### src/rtl/pixel_cdc_tx_if.sv
// Pixel stream in and req/ack toggle link out of pixel_cdc_tx.
// master is the transmitter's view; slave is the upstream source plus destination side.
interface pixel_cdc_tx_if #(
  parameter int WIDTH = 8
);
  logic             in_valid;
  logic             in_ready;
  logic [WIDTH-1:0] in_r;
  logic [WIDTH-1:0] in_g;
  logic [WIDTH-1:0] in_b;
  logic             tx_req;
  logic [WIDTH-1:0] tx_r;
  logic [WIDTH-1:0] tx_g;
  logic [WIDTH-1:0] tx_b;
  logic             ack_async;

  modport master (
    input  in_valid, in_r, in_g, in_b, ack_async,
    output in_ready, tx_req, tx_r, tx_g, tx_b
  );

  modport slave (
    output in_valid, in_r, in_g, in_b, ack_async,
    input  in_ready, tx_req, tx_r, tx_g, tx_b
  );
endinterface

### src/rtl/pixel_cdc_tx.sv
// Pixel source-side CDC: 2-entry FIFO feeding a toggle req/ack launcher; push-to-tx 1 cycle, req edge 2 cycles.
// Backpressure: in_ready drops from registered occupancy when the FIFO holds 2; stalls until ack returns.
module pixel_cdc_tx #(
  parameter int WIDTH   = 8,
  parameter int TIMEOUT = 255
) (
  input  logic                clk,
  input  logic                rst_n,
  pixel_cdc_tx_if.master      bus,
  input  logic                clr_err,
  output logic                busy,
  output logic                timeout_err,
  output logic [15:0]         sent_count
);

  typedef struct packed {
    logic [WIDTH-1:0] r;
    logic [WIDTH-1:0] g;
    logic [WIDTH-1:0] b;
  } pix_t;

  typedef enum logic [1:0] {
    IDLE     = 2'd0,
    LAUNCH   = 2'd1,
    WAIT_ACK = 2'd2
  } state_t;

  localparam logic [15:0] TMO    = 16'(TIMEOUT);
  localparam logic [15:0] TMO_M1 = 16'(TIMEOUT - 1);

  state_t      state_q, state_d;
  pix_t        fifo_q [2];
  pix_t        fifo_d [2];
  logic        wr_ptr_q, wr_ptr_d;
  logic        rd_ptr_q, rd_ptr_d;
  logic [1:0]  count_q, count_d;
  logic        rdy_en_q;
  logic        ack_s1_q, ack_s2_q;
  logic        tx_req_q, tx_req_d;
  pix_t        tx_pix_q, tx_pix_d;
  logic [15:0] timer_q, timer_d;
  logic        err_q, err_d;
  logic [15:0] sent_q, sent_d;

  logic        in_ready;
  logic        push;
  logic        pop;
  logic        set_err;
  pix_t        pix_in;

  // rdy_en_q keeps in_ready low throughout reset and for the cycle it deasserts.
  assign in_ready = rdy_en_q && (count_q < 2'd2);
  assign push     = bus.in_valid && in_ready;
  assign pix_in   = '{r: bus.in_r, g: bus.in_g, b: bus.in_b};

  always_comb begin
    state_d  = state_q;
    tx_req_d = tx_req_q;
    tx_pix_d = tx_pix_q;
    timer_d  = timer_q;
    sent_d   = sent_q;
    pop      = 1'b0;
    set_err  = 1'b0;

    case (state_q)
      IDLE: begin
        if (count_q != 2'd0) begin
          tx_pix_d = fifo_q[rd_ptr_q];
          pop      = 1'b1;
          state_d  = LAUNCH;
        end
      end
      LAUNCH: begin
        tx_req_d = ~tx_req_q;
        timer_d  = 16'd0;
        state_d  = WAIT_ACK;
      end
      WAIT_ACK: begin
        if (ack_s2_q == tx_req_q) begin
          sent_d  = sent_q + 16'd1;
          state_d = IDLE;
        end else begin
          if (timer_q != TMO) begin
            timer_d = timer_q + 16'd1;
          end
          // Fires only on the step into TIMEOUT, so a cleared flag stays clear while saturated.
          if (timer_q == TMO_M1) begin
            set_err = 1'b1;
          end
        end
      end
      default: begin
        state_d = IDLE;
      end
    endcase

    if (set_err) begin
      err_d = 1'b1;
    end else if (clr_err) begin
      err_d = 1'b0;
    end else begin
      err_d = err_q;
    end
  end

  always_comb begin
    fifo_d   = fifo_q;
    wr_ptr_d = wr_ptr_q;
    rd_ptr_d = rd_ptr_q;
    count_d  = count_q;

    if (push) begin
      fifo_d[wr_ptr_q] = pix_in;
      wr_ptr_d         = ~wr_ptr_q;
    end
    if (pop) begin
      rd_ptr_d = ~rd_ptr_q;
    end

    case ({push, pop})
      2'b10:   count_d = count_q + 2'd1;
      2'b01:   count_d = count_q - 2'd1;
      default: count_d = count_q;
    endcase
  end

  always_ff @(posedge clk or negedge rst_n) begin
    if (!rst_n) begin
      state_q   <= IDLE;
      fifo_q[0] <= '0;
      fifo_q[1] <= '0;
      wr_ptr_q  <= 1'b0;
      rd_ptr_q  <= 1'b0;
      count_q   <= 2'd0;
      rdy_en_q  <= 1'b0;
      ack_s1_q  <= 1'b0;
      ack_s2_q  <= 1'b0;
      tx_req_q  <= 1'b0;
      tx_pix_q  <= '0;
      timer_q   <= 16'd0;
      err_q     <= 1'b0;
      sent_q    <= 16'd0;
    end else begin
      state_q   <= state_d;
      fifo_q    <= fifo_d;
      wr_ptr_q  <= wr_ptr_d;
      rd_ptr_q  <= rd_ptr_d;
      count_q   <= count_d;
      rdy_en_q  <= 1'b1;
      ack_s1_q  <= bus.ack_async;
      ack_s2_q  <= ack_s1_q;
      tx_req_q  <= tx_req_d;
      tx_pix_q  <= tx_pix_d;
      timer_q   <= timer_d;
      err_q     <= err_d;
      sent_q    <= sent_d;
    end
  end

  assign bus.in_ready = in_ready;
  assign bus.tx_req   = tx_req_q;
  assign bus.tx_r     = tx_pix_q.r;
  assign bus.tx_g     = tx_pix_q.g;
  assign bus.tx_b     = tx_pix_q.b;

  assign busy        = (state_q != IDLE) || (count_q != 2'd0);
  assign timeout_err = err_q;
  assign sent_count  = sent_q;

endmodule

### src/flat_wrapper.sv
// flat-port wrapper written by rule: the top's interface ports become plain ports
module pixel_cdc_tx_flat 
#(
  parameter int WIDTH   = 8,
  parameter int TIMEOUT = 255
)
  (clk, rst_n, clr_err, busy, timeout_err, sent_count, bus_in_valid, bus_in_r, bus_in_g, bus_in_b, bus_ack_async, bus_in_ready, bus_tx_req, bus_tx_r, bus_tx_g, bus_tx_b);
  pixel_cdc_tx_if #(.WIDTH(WIDTH)) bus_i ();
  input  logic clk;
  input  logic rst_n;
  input  logic clr_err;
  output logic busy;
  output logic timeout_err;
  output logic [15:0] sent_count;
  input wire logic [$bits(bus_i.in_valid)-1:0] bus_in_valid;
  input wire logic [$bits(bus_i.in_r)-1:0] bus_in_r;
  input wire logic [$bits(bus_i.in_g)-1:0] bus_in_g;
  input wire logic [$bits(bus_i.in_b)-1:0] bus_in_b;
  input wire logic [$bits(bus_i.ack_async)-1:0] bus_ack_async;
  output wire logic [$bits(bus_i.in_ready)-1:0] bus_in_ready;
  output wire logic [$bits(bus_i.tx_req)-1:0] bus_tx_req;
  output wire logic [$bits(bus_i.tx_r)-1:0] bus_tx_r;
  output wire logic [$bits(bus_i.tx_g)-1:0] bus_tx_g;
  output wire logic [$bits(bus_i.tx_b)-1:0] bus_tx_b;
  assign bus_i.in_valid = bus_in_valid;
  assign bus_i.in_r = bus_in_r;
  assign bus_i.in_g = bus_in_g;
  assign bus_i.in_b = bus_in_b;
  assign bus_i.ack_async = bus_ack_async;
  assign bus_in_ready = bus_i.in_ready;
  assign bus_tx_req = bus_i.tx_req;
  assign bus_tx_r = bus_i.tx_r;
  assign bus_tx_g = bus_i.tx_g;
  assign bus_tx_b = bus_i.tx_b;
  pixel_cdc_tx #(.WIDTH(WIDTH), .TIMEOUT(TIMEOUT)) u_core (.clk(clk), .rst_n(rst_n), .bus(bus_i), .clr_err(clr_err), .busy(busy), .timeout_err(timeout_err), .sent_count(sent_count));
endmodule
### config.mk
export PLATFORM = sky130hd
export DESIGN_NAME = pixel_cdc_tx_flat
export DESIGN_NICKNAME = d
export VERILOG_FILES = /design/src/rtl/pixel_cdc_tx_if.sv /design/src/rtl/pixel_cdc_tx.sv /design/src/flat_wrapper.sv
export SDC_FILE = /design/constraint.sdc
export NUM_CORES = 1
export LEC_CHECK = 0
export ABC_CLOCK_PERIOD_IN_PS = 2600
export BUFFER_PORTS_ARGS = -buffer_cell sky130_fd_sc_hd__buf_2
export CAP_MARGIN = 20
export CELL_PAD_IN_SITES_DETAIL_PLACEMENT = 1
export CELL_PAD_IN_SITES_GLOBAL_PLACEMENT = 2
export CORE_AREA = 2 2 119 121
export CTS_CLUSTER_SIZE = 40
export DETAILED_ROUTE_END_ITERATION = 10
export DIE_AREA = 0 0 121 123
export PLACE_DENSITY_LB_ADDON = 0.1
export SYNTH_ARGS = -nofsm -noshare
export SYNTH_HDL_FRONTEND = slang
export SYNTH_SLANG_ARGS = --single-unit
export TNS_END_PERCENT = 5
### constraint.sdc
create_clock -name clk -period 2.6 [get_ports clk]
set_input_delay 0.52 -clock clk [delete_from_list [all_inputs] [get_ports clk]]
set_output_delay 0.52 -clock clk [all_outputs]
set_load 0.02 [all_outputs]
==> impl_metrics.json <==
{
  "outcome": "finished clean",
  "busiest_layer": "met2",
  "yosysTopAreaCell": "dfrtp_1",
  "cts_tree": "done",
  "stdcell_count": 692,
  "setup_slack_ns": 0.535,
  "worst-path-max-fanout": 12,
  "grtUsageMet1": 0.207,
  "final_cell_area_um2": 6380,
  "die_y_um": 123,
  "antenna_cells": 0,
  "postCtsSetupRepairBufs": 0,
  "finalCritPeriodShare": 0.794,
  "clock_path_buffers": 2,
  "yosys-top-cells-count": "dfrtp_1, mux2_2, nand2_1",
  "synthTopCellsByArea": "dfrtp_1, mux2_2, mux2i_1, nand2_1, o31ai_1",
  "fillers": 1451,
  "cp.arrival_ns": 2.35,
  "rsz0062_at_grt": "false",
  "ctsResizeCount": 0,
  "synth_cell_types": 46,
  "antenna_found_initial": 0,
  "routedWlPerCell_um": 16.4,
  "synthCells": 412,
  "final_nets": 537,
  "dp_hpwl_um": 7940,
  "hold_class": "in -> async",
  "p_per_area_nw_per_um2": 1220,
  "path_class": "reg -> reg",
  "startpoint_type": "flop",
  "synth.top_cell.area_share": 0.566,
  "yosysWarnings": 0,
  "peakVddDrop_uv": 448,
  "setup_viol": 0,
  "cts_hold_buf": 0,
  "core_um2": 13600,
  "cts_root_buf": "clkbuf_16",
  "p_leak_nw": 2.98,
  "clkLatencyLatePin_ns": 0.41,
  "rows": 43,
  "worst_slew_pin_slew_ns": 0.612,
  "ys_ff_latch": 115,
  "htree_levels": 4,
  "placed_area_um2": 5740,
  "routed_wl_um": 11400,
  "drt_first_iter_violations": 128,
  "dp_cells": 660,
  "synth_most_common_cell": "dfrtp_1",
  "grt_util_met3": 0.0360,
  "synth.avg_cell_area_um2": 12.3,
  "die_w_um": 121,
  "grt_usage": 0.168,
  "drt_pre_antenna_iters": 4,
  "fmax_mhz": 484,
  "path_clk_slew_ns": 0.05,
  "grt_max_degree": 44,
  "grt_util_met2": 0.279,
  "max_cap_viol_count": 0,
  "drc_errors": 0,
  "gp_congestion": 0.746,
  "synthArstFlopShare": 1.00,
  "finalCriticalPeriod_ns": 2.07,
  "numCtsBuffers": 17,
  "slew_viol_final": 0,
  "hold_violations": 0,
  "dieArea_um2": 14900,
  "slew_headroom": 0.590,
  "synth_ff_type": "dfrtp_1",
  "ys_seq_area_frac": 0.566,
  "vias_per_cell": 5.12,
  "initial_core_util": 0.374,
  "io_pins": 73,
  "port_buffers": 72,
  "area_growth_pct": 25.4,
  "ant_nets": 0,
  "dpl_worst_slack_ns": 0.539,
  "fin_skew_ns": 0.00562,
  "vias": 3546,
  "synth_edf_count": 0,
  "fin_setup_tns_ns": 0,
  "drive_above_1_share": 0.354,
  "grt-ovfl-total": 0,
  "cp.required_ns": 2.88,
  "grt_pass1_vias": 3766,
  "syn_nets": 450,
  "end_kind": "flop",
  "clkSinkCount": 115,
  "netlist_area_um2": 5090,
  "grt_pass1_wl_um": 19100
}
-- power by group --
part	total (mW)	leakage, nW	internal, mW	switching (mW)
Sequential	2.89	1.45	2.46	0.425
Clock	2.46	0.314	1.68	0.784
Combinational	2.41	1.22	1.09	1.33
-- worst paths after layout --
check | from | endpoint | slack [ns] | cells past startpoint
max | u_core.state_q[0] | u_core.timer_q[10] | 0.53 | 8
min | rst_n | u_core.bus.tx_b[5] | 0.09 | 1
max reg2reg | u_core.state_q[0] | u_core.timer_q[10] | 0.53 | 8
min reg2reg | u_core.ack_s1_q | u_core.ack_s2_q | 0.36 | 0
max in group asynchronous | rst_n | u_core.bus.tx_g[0] | 1.84 | 2
min in group clk | bus_ack_async | u_core.ack_s1_q | 0.23 | 1
-- logic make-up (layout without fill, tap and decap cells) --
kind of cell             count (synthesis)  in the layout  synth area share
AO/OA/AOI/OAI                           71             71            0.0935
XOR/XNOR                                22             22            0.0394
other                                    1              1          0.000737
AND/OR/NAND/NOR                         93             93            0.0952
buffers and inverters                   26            126            0.0231
adder cells (fa/ha/maj)                  9              9            0.0221
multiplexers                            75             75             0.160
flip-flops                             115            115             0.566
-- through the flow --
step           total power [mW]  utilization  hold WS, ns
5_1_grt                    8.32        0.469        0.117
3_5_place_dp               5.40        0.421        0.344
2_1_floorplan              4.55            -        0.224
4_1_cts                    7.91        0.469       0.0930
6_report                   7.76        0.469       0.0891
3_3_place_gp               5.28        0.421        0.334
-- critical path, stage by stage (launching register included) --
cell	delay, ns
dfrtp_1	0.39
inv_1	0.09
ha_1	0.26
buf_4	0.20
and4_1	0.21
and4_1	0.25
buf_4	0.18
o31ai_1	0.24
o41ai_1	0.12
-- layer usage --
metal / wire length (um) / share of wire
met2: 5660 / 0.50
met1: 5080 / 0.45
met5: 0 / 0
met3: 373 / 0.033
met4: 251 / 0.022
-- placed cells by master, fill, tap and decap left out, types with 2 or more instances in the layout --
cell / Yosys / layout
a21oi_1: 2 / 2
a31oi_1: 2 / 2
and2_1: 3 / 3
and3_1: 2 / 2
and4_1: 5 / 5
buf_12: 0 / 2
buf_2: 9 / 71
buf_4: 0 / 15
bufinv_16: 0 / 3
clkbuf_16: 0 / 17
clkbuf_8: 0 / 7
clkinv_2: 0 / 3
clkinvlp_4: 0 / 2
dfrtp_1: 115 / 115
ha_1: 9 / 9
inv_1: 5 / 5
mux2_2: 51 / 51
mux2i_1: 24 / 24
nand2_1: 42 / 42
nand3_1: 9 / 9
nand3_2: 2 / 2
nand4_1: 8 / 8
nor2_1: 7 / 7
nor3_1: 2 / 2
nor4_1: 5 / 5
o21a_1: 2 / 2
o21ai_0: 29 / 29
o31ai_1: 21 / 21
o41a_1: 3 / 3
o41ai_1: 5 / 5
xnor2_1: 15 / 15
xor2_1: 6 / 6
-- final cells by class --
cell class,count,area (um^2),area share
clock inverters,8,120,0.0188
multi-input cells,271,2100,0.330
well taps,180,225,0.0353
inverters,6,22.5,0.00353
flip-flops and latches,115,2880,0.451
clock buffers,24,522,0.0818
repair buffers,88,508,0.0797
-- state kept, by name, indices dropped and copies added (netlist names) --
name / cells
u_core.wr_ptr_q: 1
u_core.count_q: 2
u_core.sent_count: 16
u_core.bus.tx_req: 1
u_core.timeout_err: 1
u_core.bus.tx_g: 8
u_core.bus.tx_r: 8
u_core.ack_s2_q: 1
u_core.rd_ptr_q: 1
u_core.state_q: 2
u_core.bus.tx_b: 8
u_core.rdy_en_q: 1
u_core.timer_q: 16
u_core.ack_s1_q: 1
u_core.fifo_q: 48
No activity file was read; power rests on OpenSTA's default activity.
